$ cat src/rtl/psum_accumulator.sv
// Sums N signed PE psum lanes per element, saturates, and writes one output row to the global buffer.
// Optional macro PSUM_ACCUMULATOR_RELU_EN clamps negative results to zero after saturation.
module psum_accumulator #(
    parameter int N                        = 3,
    parameter int DATA_WIDTH               = 16,
    parameter int GLOBAL_BUFFER_ADDR_WIDTH = 10,
    parameter int LEN_WIDTH                = 4
) (
    input  logic                                clk,
    input  logic                                rst,
    input  logic                                Start,
    input  logic [GLOBAL_BUFFER_ADDR_WIDTH-1:0] base_addr,
    input  logic [LEN_WIDTH-1:0]                out_len,
    input  logic [N*DATA_WIDTH-1:0]             psum_data,
    input  logic [N-1:0]                        psum_valid,
    output logic [N-1:0]                        psum_ready,
    output logic                                gb_wr_en,
    output logic [GLOBAL_BUFFER_ADDR_WIDTH-1:0] gb_wr_addr,
    output logic [DATA_WIDTH-1:0]               gb_wr_data,
    output logic                                Done,
    output logic [1:0]                          state_dbg
);

    // Headroom so the sum of N full-scale lanes can never wrap before saturation.
    localparam int SUM_W = DATA_WIDTH + $clog2(N) + 1;
    localparam logic signed [SUM_W-1:0] SAT_MAX =
        {{(SUM_W-DATA_WIDTH+1){1'b0}}, {(DATA_WIDTH-1){1'b1}}};
    localparam logic signed [SUM_W-1:0] SAT_MIN =
        {{(SUM_W-DATA_WIDTH+1){1'b1}}, {(DATA_WIDTH-1){1'b0}}};

    typedef enum logic [1:0] {
        IDLE    = 2'd0,
        COLLECT = 2'd1,
        WRITE   = 2'd2,
        FINISH  = 2'd3
    } state_t;

    state_t                              state;
    state_t                              state_nxt;
    logic [GLOBAL_BUFFER_ADDR_WIDTH-1:0] base_q;
    logic [LEN_WIDTH-1:0]                len_q;
    logic [LEN_WIDTH-1:0]                count;
    logic [LEN_WIDTH-1:0]                count_inc;
    logic                                handshake;
    logic                                last_elem;
    logic signed [SUM_W-1:0]             lane_sum;
    logic [DATA_WIDTH-1:0]               sat_data;
    logic [DATA_WIDTH-1:0]               result;

    // Handshake: all lanes are consumed together on an edge where state==COLLECT and every
    // psum_valid bit is high; psum_ready mirrors that condition combinationally on all lanes.
    assign handshake = (state == COLLECT) && (&psum_valid);
    assign count_inc = count + LEN_WIDTH'(1);
    assign last_elem = (count_inc == len_q);
    assign state_dbg = state;

    always_comb begin
        lane_sum = '0;
        for (int i = 0; i < N; i++) begin
            lane_sum = lane_sum + SUM_W'($signed(psum_data[i*DATA_WIDTH +: DATA_WIDTH]));
        end
    end

    always_comb begin
        if (lane_sum > SAT_MAX) begin
            sat_data = SAT_MAX[DATA_WIDTH-1:0];
        end else if (lane_sum < SAT_MIN) begin
            sat_data = SAT_MIN[DATA_WIDTH-1:0];
        end else begin
            sat_data = lane_sum[DATA_WIDTH-1:0];
        end
    end

`ifdef PSUM_ACCUMULATOR_RELU_EN
    assign result = sat_data[DATA_WIDTH-1] ? '0 : sat_data;
`else
    assign result = sat_data;
`endif

    always_ff @(posedge clk or posedge rst) begin
        if (rst) begin
            state <= IDLE;
        end else begin
            state <= state_nxt;
        end
    end

    always_comb begin
        state_nxt = state;
        case (state)
            IDLE: begin
                if (Start) begin
                    state_nxt = (out_len != '0) ? COLLECT : FINISH;
                end
            end
            COLLECT: begin
                if (handshake) begin
                    state_nxt = WRITE;
                end
            end
            WRITE: begin
                state_nxt = last_elem ? FINISH : COLLECT;
            end
            FINISH: begin
                state_nxt = IDLE;
            end
            default: begin
                state_nxt = IDLE;
            end
        endcase
    end

    always_comb begin
        psum_ready = {N{handshake}};
        gb_wr_en   = (state == WRITE);
        Done       = (state == FINISH);
    end

    // Write address/data are captured at the handshake so they hold between writes.
    always_ff @(posedge clk or posedge rst) begin
        if (rst) begin
            base_q     <= '0;
            len_q      <= '0;
            count      <= '0;
            gb_wr_addr <= '0;
            gb_wr_data <= '0;
        end else begin
            if (state == IDLE && Start) begin
                base_q <= base_addr;
                len_q  <= out_len;
                count  <= '0;
            end
            if (handshake) begin
                gb_wr_addr <= base_q + GLOBAL_BUFFER_ADDR_WIDTH'(count);
                gb_wr_data <= result;
            end
            if (state == WRITE) begin
                count <= count_inc;
            end
        end
    end

endmodule

$ cat config.mk
export PLATFORM = sky130hd
export DESIGN_NAME = psum_accumulator
export DESIGN_NICKNAME = d
export VERILOG_FILES = /design/src/rtl/psum_accumulator.sv
export SDC_FILE = /design/constraint.sdc
export NUM_CORES = 1
export LEC_CHECK = 0
export CORE_MARGIN = 8
export CORE_UTILIZATION = 33
export DETAILED_ROUTE_END_ITERATION = 8
export PLACE_DENSITY_LB_ADDON = 0.25
export SYNTH_ARGS = -nofsm -noshare
export SYNTH_HDL_FRONTEND = slang
export SYNTH_SLANG_ARGS = --single-unit
$ cat constraint.sdc
create_clock -name clk -period 2.1 [get_ports clk]
set_input_delay 0.315 -clock clk [delete_from_list [all_inputs] [get_ports clk]]
set_output_delay 0.315 -clock clk [all_outputs]
set_load 0.01 [all_outputs]
==> results of run 1 <==
-- placed cells by master (no fill, tap or decap), types with 10 or more instances in the layout --
cell type / count
buf_4: 59
clkdlybuf4s50_1: 52
dfrtp_1: 46
nand2_1: 38
dlygate4sd2_1: 33
o21ai_0: 14
o31ai_2: 14
ha_4: 14
xor2_1: 13
mux2_2: 13
nor2_4: 12
fa_1: 12
inv_1: 11
a21o_1: 11
a21oi_1: 10
xnor2_1: 10
buf_6: 10
-- how the worst min path moves through the flow --
stage / endpoint / start
final: gb_wr_addr[0] / rst
after global routing: gb_wr_addr[0] / rst
after global placement: gb_wr_addr[0] / gb_wr_addr[0]
after detailed placement: gb_wr_addr[0] / gb_wr_addr[0]
after CTS: gb_wr_addr[0] / rst
after floorplan: base_q[1] / base_addr[1]
-- final cells by class --
type                    count  area [sq um]
flip-flops and latches     46          1150
clock inverters             3          23.8
clock buffers               5          68.8
multi-input cells         270          2630
fillers                   947          4560
well taps                 136           170
inverters                  14          60.1
repair buffers            174          1610
-- routing by layer --
| metal | share of wire, % | vias up |
|---|---|---|
| met3 | 3.9 | 9 |
| met1 | 44 | 1567 |
| met4 | 1.0 | 0 |
| li1 | - | 1556 |
| met2 | 51 | 54 |
| met5 | 0 | - |
-- state kept, by name (all words and copies together) (netlist names) --
signal      count
gb_wr_addr     10
state_dbg       2
base_q         10
len_q           4
gb_wr_data     16
count           4
-- worst max-delay path: cells and delay by family --
family                     cells  cell delay [ns]
AOI/OAI and AO/OA              5             1.26
adders and majority gates      2             0.63
buffers and inverters          4             0.63
and+or+nand+nor                2             0.23
-- stage by stage --
stage / utilization, % / TNS [ns]
after floorplan: - / -11.94
after global placement: 49.2 / -22.48
after detailed placement: 49.2 / -23.65
after CTS: 55.1 / -10.98
after global routing: 55.6 / -13.41
final: 55.6 / -11.55
-- kinds of logic (layout without fill, tap and decap cells) --
family | count (synthesis) | after routing | synth area share (%)
and+or+nand+nor | 102 | 102 | 13.9
AOI/OAI and AO/OA | 92 | 92 | 20.7
DFF | 46 | 46 | 33.2
adders and majority gates | 39 | 39 | 18.0
buffers and inverters | 30 | 196 | 3.93
xor gates and xnor gates | 23 | 23 | 5.80
muxes | 14 | 14 | 4.51
-- power by group through the flow --
| stage | logic (W) | clock network [W] | registers [W] |
|---|---|---|---|
| floorplan | 0.00182 | 0 | 0.00168 |
| global placement | 0.00326 | 0 | 0.00161 |
| detailed placement | 0.00333 | 0 | 0.00162 |
| CTS | 0.00402 | 0.000581 | 0.00161 |
| global route | 0.00444 | 0.000627 | 0.00166 |
| finish | 0.00407 | 0.000562 | 0.00161 |
-- repair_timing --
| item | 4_1_cts | 5_1_grt |
|---|---|---|
| resized for setup | 140 | 18 |
| setup buffers | 17 | 4 |
| pin swaps | 61 | 21 |
| cloned | 2 | 0 |
| endpoints found under the setup margin | 16 | 24 |
==> metrics.md, run 1 <==
| Metric | Value |
|---|---|
| Dominant synthesized flop cell | dfrtp_1 |
| Crit. End Element | flop |
| Post-synth top area cell | dfrtp_1 |
| Critical Path Most Common Cell | buf_6 |
| Clock network power share | 9.0% |
| Routed wire length | 9.86 mm |
| Post-synth EDFFs | 0 |
| Drt via density | ~5 |
| NetSw | between 0.002 and 0.0025 W |
| Cts hold-fix bufs | 0 |
| CTS tree | yes |
| Critical Path AT | between 3 and 4 ns |
| RSZ-0062 raised after global routing | yes |
| Overall power | between 0.006 and 0.007 W |
| Wire length of the first global-routing pass | 16.6 mm |
| Reg-to-Reg End | state_dbg[1] |
| CP max stage delay | approximately 0.37 ns |
| Syn Inst Count | roughly 350 |
| Net Count, Synth | 453 |
| Max VDD drop | around 0.52 mV |
| Max cap viols | 0 |
| Worst r2r path cells | 8 |
| Slowest cell on crit path | fa_2 |
| Synth Register Bits | 46 |
| Post-DRT Antenna Nets | 0 |
| Failing checks | setup timing |
| H-tree depth | 2 |
| CTS Buf Count | 5 |
| Die X-Extent | 119 um |
| Gpl congestion | 0.832 |
| Unique masters post-synth | between 50 and 60 |
| # setup viols final | 16 |
| HP Class | input port to async pin |
| CTS clk-pin slew, worst paths | about 0.10 ns |
| Int Pwr | around 0.0038 W |
| Cell Chain, Critical Path | dlygate4sd2_1 -> fa_2 -> ha_4 -> buf_6 -> a2111oi_4 -> a21bo_2 -> a211o_1 -> and3_4 -> a31oi_4 -> buf_6 -> buf_12 -> nor2_4 -> o31ai_2 |
| Mean Syn Cell Area | ~10 sq um |
| Clk buf depth | 2 |
| Reg2reg start | count[0] |
| Fraction of final layout cells sized beyond drive strength 1 | 35.9% |
| Largest net degree at the start of global routing | 52 |
| Start point of the critical path | psum_data[20] |
| Pre-Repair DR Iteration Count | 4 |
| Die height | around 120 um |
| Worst Tran Pin Value | 0.558 ns |
| Critical path data required time | about 2.3 ns |
| Minimum clock period | 2.87 ns |
| Detailed Route Iter0 Violations | between 100 and 150 |
| Worst setup endpoint | gb_wr_data[0] |
| Final Cell Area | 5720 sq um |
| Final worst-path cycle share | 137% |
| Async S/R FF share, synth | 100% |
| Crit path max fanout | 7 |
| Fin Hold WS | 0.318 ns |
| Final hold vios | 0 |
| Sequential share of power | around 26% |
| Max-slew headroom | 62.8% |
| Status | complete, but fails checks |
| GRT Total Usage | between 10% and 20% |
| Yosys top cell area share | between 30% and 40% |
| Layout area overhead | 64.7% |
| Clk Latency, worst-skew pair | roughly 0.30 ns |
| Placement Setup Slack | -1.52 ns |
| Via count | ~3200 |
| Met3 Use GR | 3.09% |
| Clk_skew | between 0.015 and 0.02 ns |
| Layout Cells excl Fill | roughly 650 |
| Drt wl/cell | around 15 um |
| Congestion Overflow GR | 0 |
| Initial antenna violation count | 0 |
| Vias in the first global route | 3501 |
| CP startpoint kind | input port |
| P_leak | approximately 2.5 nW |
| Combinational share of power | 65.2% |
| Cell Pwr Density | 1090 nW/um^2 |
| Core box area | 10300 sq um |
| Initial core utilization | roughly a third |
| Final net count | just over 600 |
| Placed cells | between 600 and 700 |
| Netlist Area Pre-Place | between 3000 and 4000 sq um |
| Port-buffer cells | 100 |
| Sw Ratio | approximately 40% |
| F_max | 0.349 GHz |
| CTS sink cnt | 46 |
| Top-count cell post-synth | dfrtp_1 |
| DRC Markers | 0 |
| Crit path kind | input port to flop |
| Worst Slack Setup Final | -0.767 ns |
| Ys Warns | 0 |
| Antenna diodes | 0 |
| Die area | 14100 sq um |
| R2r setup slk | 0.16 ns |
| Max-slew violations | 0 |
| Synth top area cells | dfrtp_1 33%, fa_1 10%, ha_1 7.6% |
| M2 GR Usage | between 20% and 30% |
| Num ports | about 100 |
| GRT busiest layer | met2 |
| HPWL Detailed | ~7.4 mm |
| M1 GR Usage | between 15 and 20% |
| # rows | 37 |
| CTS root buffer | clkbuf_8 |
| Sequential fraction of the synthesis area | 33.2% |
| Post-DP Area | around 5100 sq um |
| Top post-synthesis cells by count | 46 x dfrtp_1, 39 x nand2_1, 22 x nor2_1 |
(Power assumes the default switching activity.)
==> run 2: changes to the inputs <==
--- a/config.mk
+++ b/config.mk
@@ -5,9 +5,11 @@
 export SDC_FILE = /design/constraint.sdc
 export NUM_CORES = 1
 export LEC_CHECK = 0
+export ABC_CLOCK_PERIOD_IN_PS = 2100
 export CORE_MARGIN = 8
 export CORE_UTILIZATION = 33
 export DETAILED_ROUTE_END_ITERATION = 8
+export GPL_TIMING_DRIVEN = 0
 export PLACE_DENSITY_LB_ADDON = 0.25
 export SYNTH_ARGS = -nofsm -noshare
 export SYNTH_HDL_FRONTEND = slang
==> metrics.md, run 2 (synthesis gave the netlist of run 1 again) <==
| Metric | Value |
|---|---|
| Routed wire length | 9.58 mm (-2.9%) |
| Max VDD drop | 0.448 mV (-14%) |
| Combinational share of power | 63.3% (-1.9 points) |
| Gpl congestion | 0.792 (-4.9%) |
| Cts hold-fix bufs | 0 (unchanged) |
| Congestion Overflow GR | 0 (unchanged) |
| Pre-Repair DR Iteration Count | 4 (unchanged) |
| HP Class | input port to async pin |
| Final worst-path cycle share | 135% (-1.5 points) |
| Clk_skew | 0.00962 ns (-0.00563 ns) |
| Antenna diodes | 0 (unchanged) |
| Failing checks | setup timing |
| Sequential share of power | 27.2% (+1.4 points) |
| # setup viols final | 19 (+3) |
| CP startpoint kind | input port |
| Port-buffer cells | 100 (unchanged) |
| Reg2reg start | count[0] |
| F_max | 0.353 GHz (+1.1%) |
| Max-slew violations | 0 (unchanged) |
| Minimum clock period | 2.84 ns (-0.0311 ns) |
| P_leak | 2.36 nW (-6.2%) |
| H-tree depth | 2 (unchanged) |
| Int Pwr | 0.00362 W (-3.9%) |
| Max cap viols | 0 (unchanged) |
| R2r setup slk | 0.16 ns (about the same) |
| Largest regs | gb_wr_data x16, base_q x10, gb_wr_addr x10 |
| Most flop-heavy register | gb_wr_data |
| Worst Tran Pin Value | 0.731 ns (+0.173 ns) |
| Drt via density | 4.88 (-0.83%) |
| CTS tree | yes |
| Worst Slack Setup Final | -0.736 ns (+0.0311 ns) |
| Sw Ratio | 39.7% (+0.046 points) |
| Final hold vios | 0 (unchanged) |
| Clock network power share | 9.4% (+0.4 points) |
| Crit path kind | input port to flop |
| Core box area | 10300 sq um (unchanged) |
| Wire length of the first global-routing pass | 16.0 mm (-3.7%) |
| Largest register FFs | 16 (unchanged) |
| CTS root buffer | clkbuf_8 |
| CTS clk-pin slew, worst paths | 0.09 ns (about the same) |
| Die area | 14100 sq um (unchanged) |
| Vias in the first global route | 3321 (-5.1%) |
| Via count | 3062 (-3.9%) |
| Die X-Extent | 119 um (unchanged) |
| Commonest non-fill, non-tap cell in the layout | clkdlybuf4s50_1 |
| Initial core utilization | 33.8% (unchanged) |
| # rows | 37 (unchanged) |
| Critical path data required time | 2.31 ns (about the same) |
| Max-slew headroom | 51.3% (-12 points) |
| Layout area overhead | 59.2% |
| Layout Cells excl Fill | 628 (-3.1%) |
| Commonest non-fill, non-tap cells in the layout | 52 x clkdlybuf4s50_1, 44 x dfrtp_1, 39 x buf_4 |
| CTS Buf Count | 5 (unchanged) |
| DRC Markers | 0 (unchanged) |
| CTS sink cnt | 46 (unchanged) |
| Fraction of final layout cells sized beyond drive strength 1 | 33.9% (-2.0 points) |
| Reg-to-Reg End | state_dbg[1] |
| RSZ-0062 raised after global routing | yes |
| Largest net degree at the start of global routing | 31 (-40%) |
| Final core occ | 53.8% (-1.9 points) |
| Fillers | 946 (-0.11%) |
| HPWL Detailed | 7.06 mm (-4.4%) |
| Cell Pwr Density | 1090 nW/um^2 (-0.53%) |
| Detailed Route Iter0 Violations | 115 (+11%) |
| Clk Latency, worst-skew pair | 0.30 ns (about the same) |
| GRT Total Usage | 13.6% (-0.37 points) |
| Worst r2r path cells | 8 (unchanged) |
| Critical Path AT | 3.04 ns (-0.05 ns) |
| NetSw | 0.00238 W (-3.7%) |
| Final net count | 598 (-3.2%) |
| Crit path max fanout | 7 (unchanged) |
| Placed cells | 583 (-5.5%) |
| Post-DRT Antenna Nets | 0 (unchanged) |
| Clk buf depth | 2 (unchanged) |
| Num ports | 101 (unchanged) |
| Die height | 119 um (unchanged) |
| Crit. End Element | flop |
| Status | complete, but fails checks |
| Drt wl/cell | 15.3 um (+0.23%) |
| Initial antenna violation count | 0 (unchanged) |
-- run 2: changes by cell type in the layout (fill, tap and decap cells not counted), sizes merged --
cell | before | now
buf | 78 | 57
clkbuf | 8 | 14
clkdlybuf4s15 | 5 | 9
clkinv | 0 | 1
clkinvlp | 2 | 1
dlygate4sd2 | 33 | 26
dlymetal6s2s | 3 | 2
inv | 15 | 14
-- run 2: cell type report --
class	instances	area, sq um	share of cell area [%]
clock buffers	6	82.6	1.49
flip-flops and latches	46	1150	20.9
inverters	14	60.1	1.09
plain buffers	12	85.1	1.54
clock inverters	2	12.5	0.226
repair buffers	142	1310	23.6
well taps	136	170	3.08
multi-input cells	270	2660	48.1
-- run 2: routing by layer --
metal	track usage (%)	vias up	part of all wire (%)
li1	-	1522	-
met1	16.7	1481	45
met2	23.5	52	50
met3	3.38	7	4.8
met4	3.24	0	0.90
met5	0	-	0
-- run 2: power groups by stage --
stage	combinational [W]	sequential [W]	clock [W]
3_5_place_dp	0.00305	0.00162	0
4_1_cts	0.00364	0.00164	0.000588
2_1_floorplan	0.00182	0.00168	0
3_3_place_gp	0.00299	0.00160	0
6_report	0.00380	0.00163	0.000565
5_1_grt	0.00416	0.00170	0.000629
-- run 2: worst max-delay path by stage --
stage	startpoint	to	slack, ns
after floorplan	psum_data[33]	gb_wr_data[11]	-0.82
after global placement	psum_data[33]	gb_wr_data[11]	-1.70
after detailed placement	psum_data[33]	gb_wr_data[11]	-1.71
after CTS	psum_data[17]	gb_wr_data[12]	-0.69
after global routing	psum_data[17]	gb_wr_data[12]	-0.81
final	psum_data[22]	gb_wr_data[12]	-0.74
-- run 2: per-stage QoR --
step                hold slack, ns  area (sq um)  worst slack [ns]  TNS, ns  power, W
finish                       0.315          5530            -0.736   -11.23   0.00600
global route                 0.343          5530            -0.813   -12.96   0.00649
CTS                          0.320          5390            -0.685   -10.58   0.00587
detailed placement           0.471          4740             -1.71   -32.26   0.00467
global placement             0.464          4720             -1.70   -44.57   0.00460
floorplan                    0.432          3550            -0.818   -11.94   0.00350
-- run 2: critical path, stage by stage --
cell and delay, ns:
dlygate4sd2_1 0.25, fa_1 0.50, ha_4 0.30, o211ai_1 0.10
o21ai_2 0.28, o311ai_2 0.13, a211o_1 0.37, a31oi_4 0.33
buf_6 0.21, nor2_4 0.04, o31ai_2 0.20
-- run 2: repair_timing --
action,CTS,global route
resized for setup,170,16
gates cloned,1,1
pin swaps,73,16
endpoints found under the setup margin,29,28
setup buffers,32,7
==> run 3: changes to the inputs <==
--- a/config.mk
+++ b/config.mk
@@ -6,11 +6,12 @@
 export NUM_CORES = 1
 export LEC_CHECK = 0
 export ABC_CLOCK_PERIOD_IN_PS = 2100
-export CORE_MARGIN = 8
 export CORE_UTILIZATION = 33
+export CTS_BUF_LIST = sky130_fd_sc_hd__clkbuf_4 sky130_fd_sc_hd__clkbuf_8
 export DETAILED_ROUTE_END_ITERATION = 8
 export GPL_TIMING_DRIVEN = 0
 export PLACE_DENSITY_LB_ADDON = 0.25
+export SLEW_MARGIN = 40
 export SYNTH_ARGS = -nofsm -noshare
 export SYNTH_HDL_FRONTEND = slang
 export SYNTH_SLANG_ARGS = --single-unit
==> metrics.md, run 3 (synthesis gave the netlist of run 1 again) <==
| Metric | Value |
|---|---|
| Routed wire length | 8.90 mm (-7.1%) |
| CTS root buffer | clkbuf_8 |
| Antenna diodes | 0 (unchanged) |
| CP max stage delay | 0.54 ns (+0.04 ns) |
| Die X-Extent | 105 um (-12%) |
| Clk buf depth | 2 (unchanged) |
| Cts hold-fix bufs | 0 (unchanged) |
| Pre-Repair DR Iteration Count | 5 (+1) |
| Wire length of the first global-routing pass | 15.3 mm (-4.1%) |
| Gpl congestion | 0.787 (-0.61%) |
| Cell Chain, Critical Path | buf_8 -> inv_8 -> fa_1 -> inv_2 -> ha_4 -> fa_2 -> a211oi_2 -> o21ai_2 -> o311ai_2 -> a211o_1 -> buf_4 -> a21oi_4 -> nor2_4 -> buf_8 -> o31ai_1 |
| Final worst-path cycle share | 137% (+1.5 points) |
| Critical Path AT | 3.02 ns (-0.02 ns) |
| Max-slew headroom | 57.3% (+6.0 points) |
| Fin Hold WS | 0.297 ns (-0.0180 ns) |
| Critical Path Most Common Cell | buf_8 |
| Crit path max fanout | 10 (+3) |
| CTS clk-pin slew, worst paths | 0.09 ns (about the same) |
| Final net count | 594 (-0.67%) |
| Initial antenna violation count | 0 (unchanged) |
| Critical path buffer and inverter count | 5 (+3) |
| Congestion Overflow GR | 0 (unchanged) |
| CP startpoint kind | input port |
| Max VDD drop | 0.478 mV (+6.6%) |
| Critical path data required time | 2.26 ns (-0.05 ns) |
| H-tree depth | 2 (unchanged) |
| Worst Tran Pin Value | 0.640 ns (-0.0907 ns) |
| Largest regs | gb_wr_data x16, base_q x10, gb_wr_addr x10 |
| Slowest cell on crit path | fa_1 |
| Vias in the first global route | 3261 (-1.8%) |
| Drt via density | 5.02 (+2.9%) |
| Worst Slack Setup Final | -0.767 ns (-0.0311 ns) |
| CP top delay family | compound AO/OA/AOI/OAI gates |
| Largest net degree at the start of global routing | 31 (unchanged) |
| Largest register FFs | 16 (unchanged) |
| Reg2reg start | count[0] |
| DRC Markers | 0 (unchanged) |
| F_max | 0.349 GHz (-1.1%) |
| Drt wl/cell | 14.3 um (-6.5%) |
| Detailed Route Iter0 Violations | 97 (-16%) |
| Die area | 10900 sq um (-22%) |
| GRT Total Usage | 17.3% (+3.7 points) |
| Final hold vios | 0 (unchanged) |
| R2r setup slk | 0.18 ns (+0.02 ns) |
| Layout Cells excl Fill | 624 (-0.64%) |
| Worst r2r path cells | 9 (+1) |
| Max-slew violations | 0 (unchanged) |
| Layout area overhead | 57.4% |
| Clk Latency, worst-skew pair | 0.30 ns (about the same) |
| Die height | 105 um (-12%) |
| Commonest non-fill, non-tap cell in the layout | clkdlybuf4s50_1 |
| Minimum clock period | 2.87 ns (+0.0311 ns) |
| Placed cells | 583 (unchanged) |
| Port-buffer cells | 100 (unchanged) |
| Crit. End Element | flop |
| CTS tree | yes |
| RSZ-0062 raised after global routing | yes |
| CTS sink cnt | 46 (unchanged) |
| CTS Buf Count | 5 (unchanged) |
| Commonest non-fill, non-tap cells in the layout | 53 x clkdlybuf4s50_1, 43 x dfrtp_1, 37 x nand2_1, 37 x buf_4, 30 x dlygate4sd2_1 |
| Initial core utilization | 33.8% (unchanged) |
| HPWL Detailed | 6.40 mm (-9.4%) |
| # rows | 37 (unchanged) |
| HP Class | input port to async pin |
| Fraction of final layout cells sized beyond drive strength 1 | 32.6% (-1.4 points) |
| Most flop-heavy register | gb_wr_data |
| Via count | 3131 (+2.3%) |
| Max cap viols | 0 (unchanged) |
| Reg-to-Reg End | gb_wr_addr[6] |
| Core box area | 10300 sq um (unchanged) |
| Crit path kind | input port to flop |
| P_leak | 2.32 nW (-1.7%) |
| Failing checks | setup timing |
| # setup viols final | 19 (unchanged) |
| Clk_skew | 0.0110 ns (+0.00139 ns) |
| Status | complete, but fails checks |
| Cell Pwr Density | 1090 nW/um^2 (about the same) |
| Post-DRT Antenna Nets | 0 (unchanged) |
| Fillers | 957 (+1.2%) |
| Num ports | 101 (unchanged) |
==> run 3: repair_timing <==
item                                   4_1_cts  5_1_grt
setup buffers                               31        5
setup endpoints to repair                   27       28
cloned                                       1        0
endpoints found under the hold margin        0        0
pin swaps                                   69        9
gates resized for setup                    164       12
==> run 3: area by class of cell <==
cell class	instances	area, sq um	share of cell area (%)
clock inverters	1	5.00	0.0916
multi-input cells	270	2630	48.2
repair buffers	138	1260	23.0
well taps	136	170	3.12
flip-flops and latches	46	1150	21.1
plain buffers	12	88.8	1.63
inverters	14	62.6	1.15
clock buffers	7	90.1	1.65
==> run 3: how the worst max path moves through the flow <==
stage,from,endpoint,slack [ns],depth (start not counted)
finish,psum_data[33],gb_wr_data[11],-0.77,15
detailed placement,psum_data[33],gb_wr_data[11],-1.71,14
CTS,psum_data[33],gb_wr_data[12],-0.75,14
global route,psum_data[33],gb_wr_data[4],-0.90,15
global placement,psum_data[33],gb_wr_data[11],-1.69,14
floorplan,psum_data[33],gb_wr_data[11],-0.82,13
==> run 3: power breakdown <==
part           internal (W)  total [W]  switching, W  leakage [nW]
combinational       0.00201    0.00372       0.00171          1.70
sequential          0.00131    0.00165      0.000336         0.566
clock              0.000279   0.000562      0.000283        0.0517
==> run 3: metal layers <==
metal / global-route usage, % / part of all wire, %
met4: 3.27 / 0.67
met2: 30.5 / 51
met1: 21.8 / 44
met3: 3.74 / 4.6
met5: 0 / 0
==> run 3: stage by stage <==
stage                     TNS, ns  power [W]  area (sq um)  utilization (%)  worst slack (ns)
after CTS                  -11.57    0.00586          5390             52.4            -0.746
after global routing       -14.35    0.00641          5460             53.1            -0.899
after detailed placement   -28.31    0.00464          4740             46.2             -1.71
final                      -12.01    0.00593          5460             53.1            -0.767
after floorplan            -11.94    0.00350          3550                -            -0.818
after global placement     -42.88    0.00457          4720             45.9             -1.69
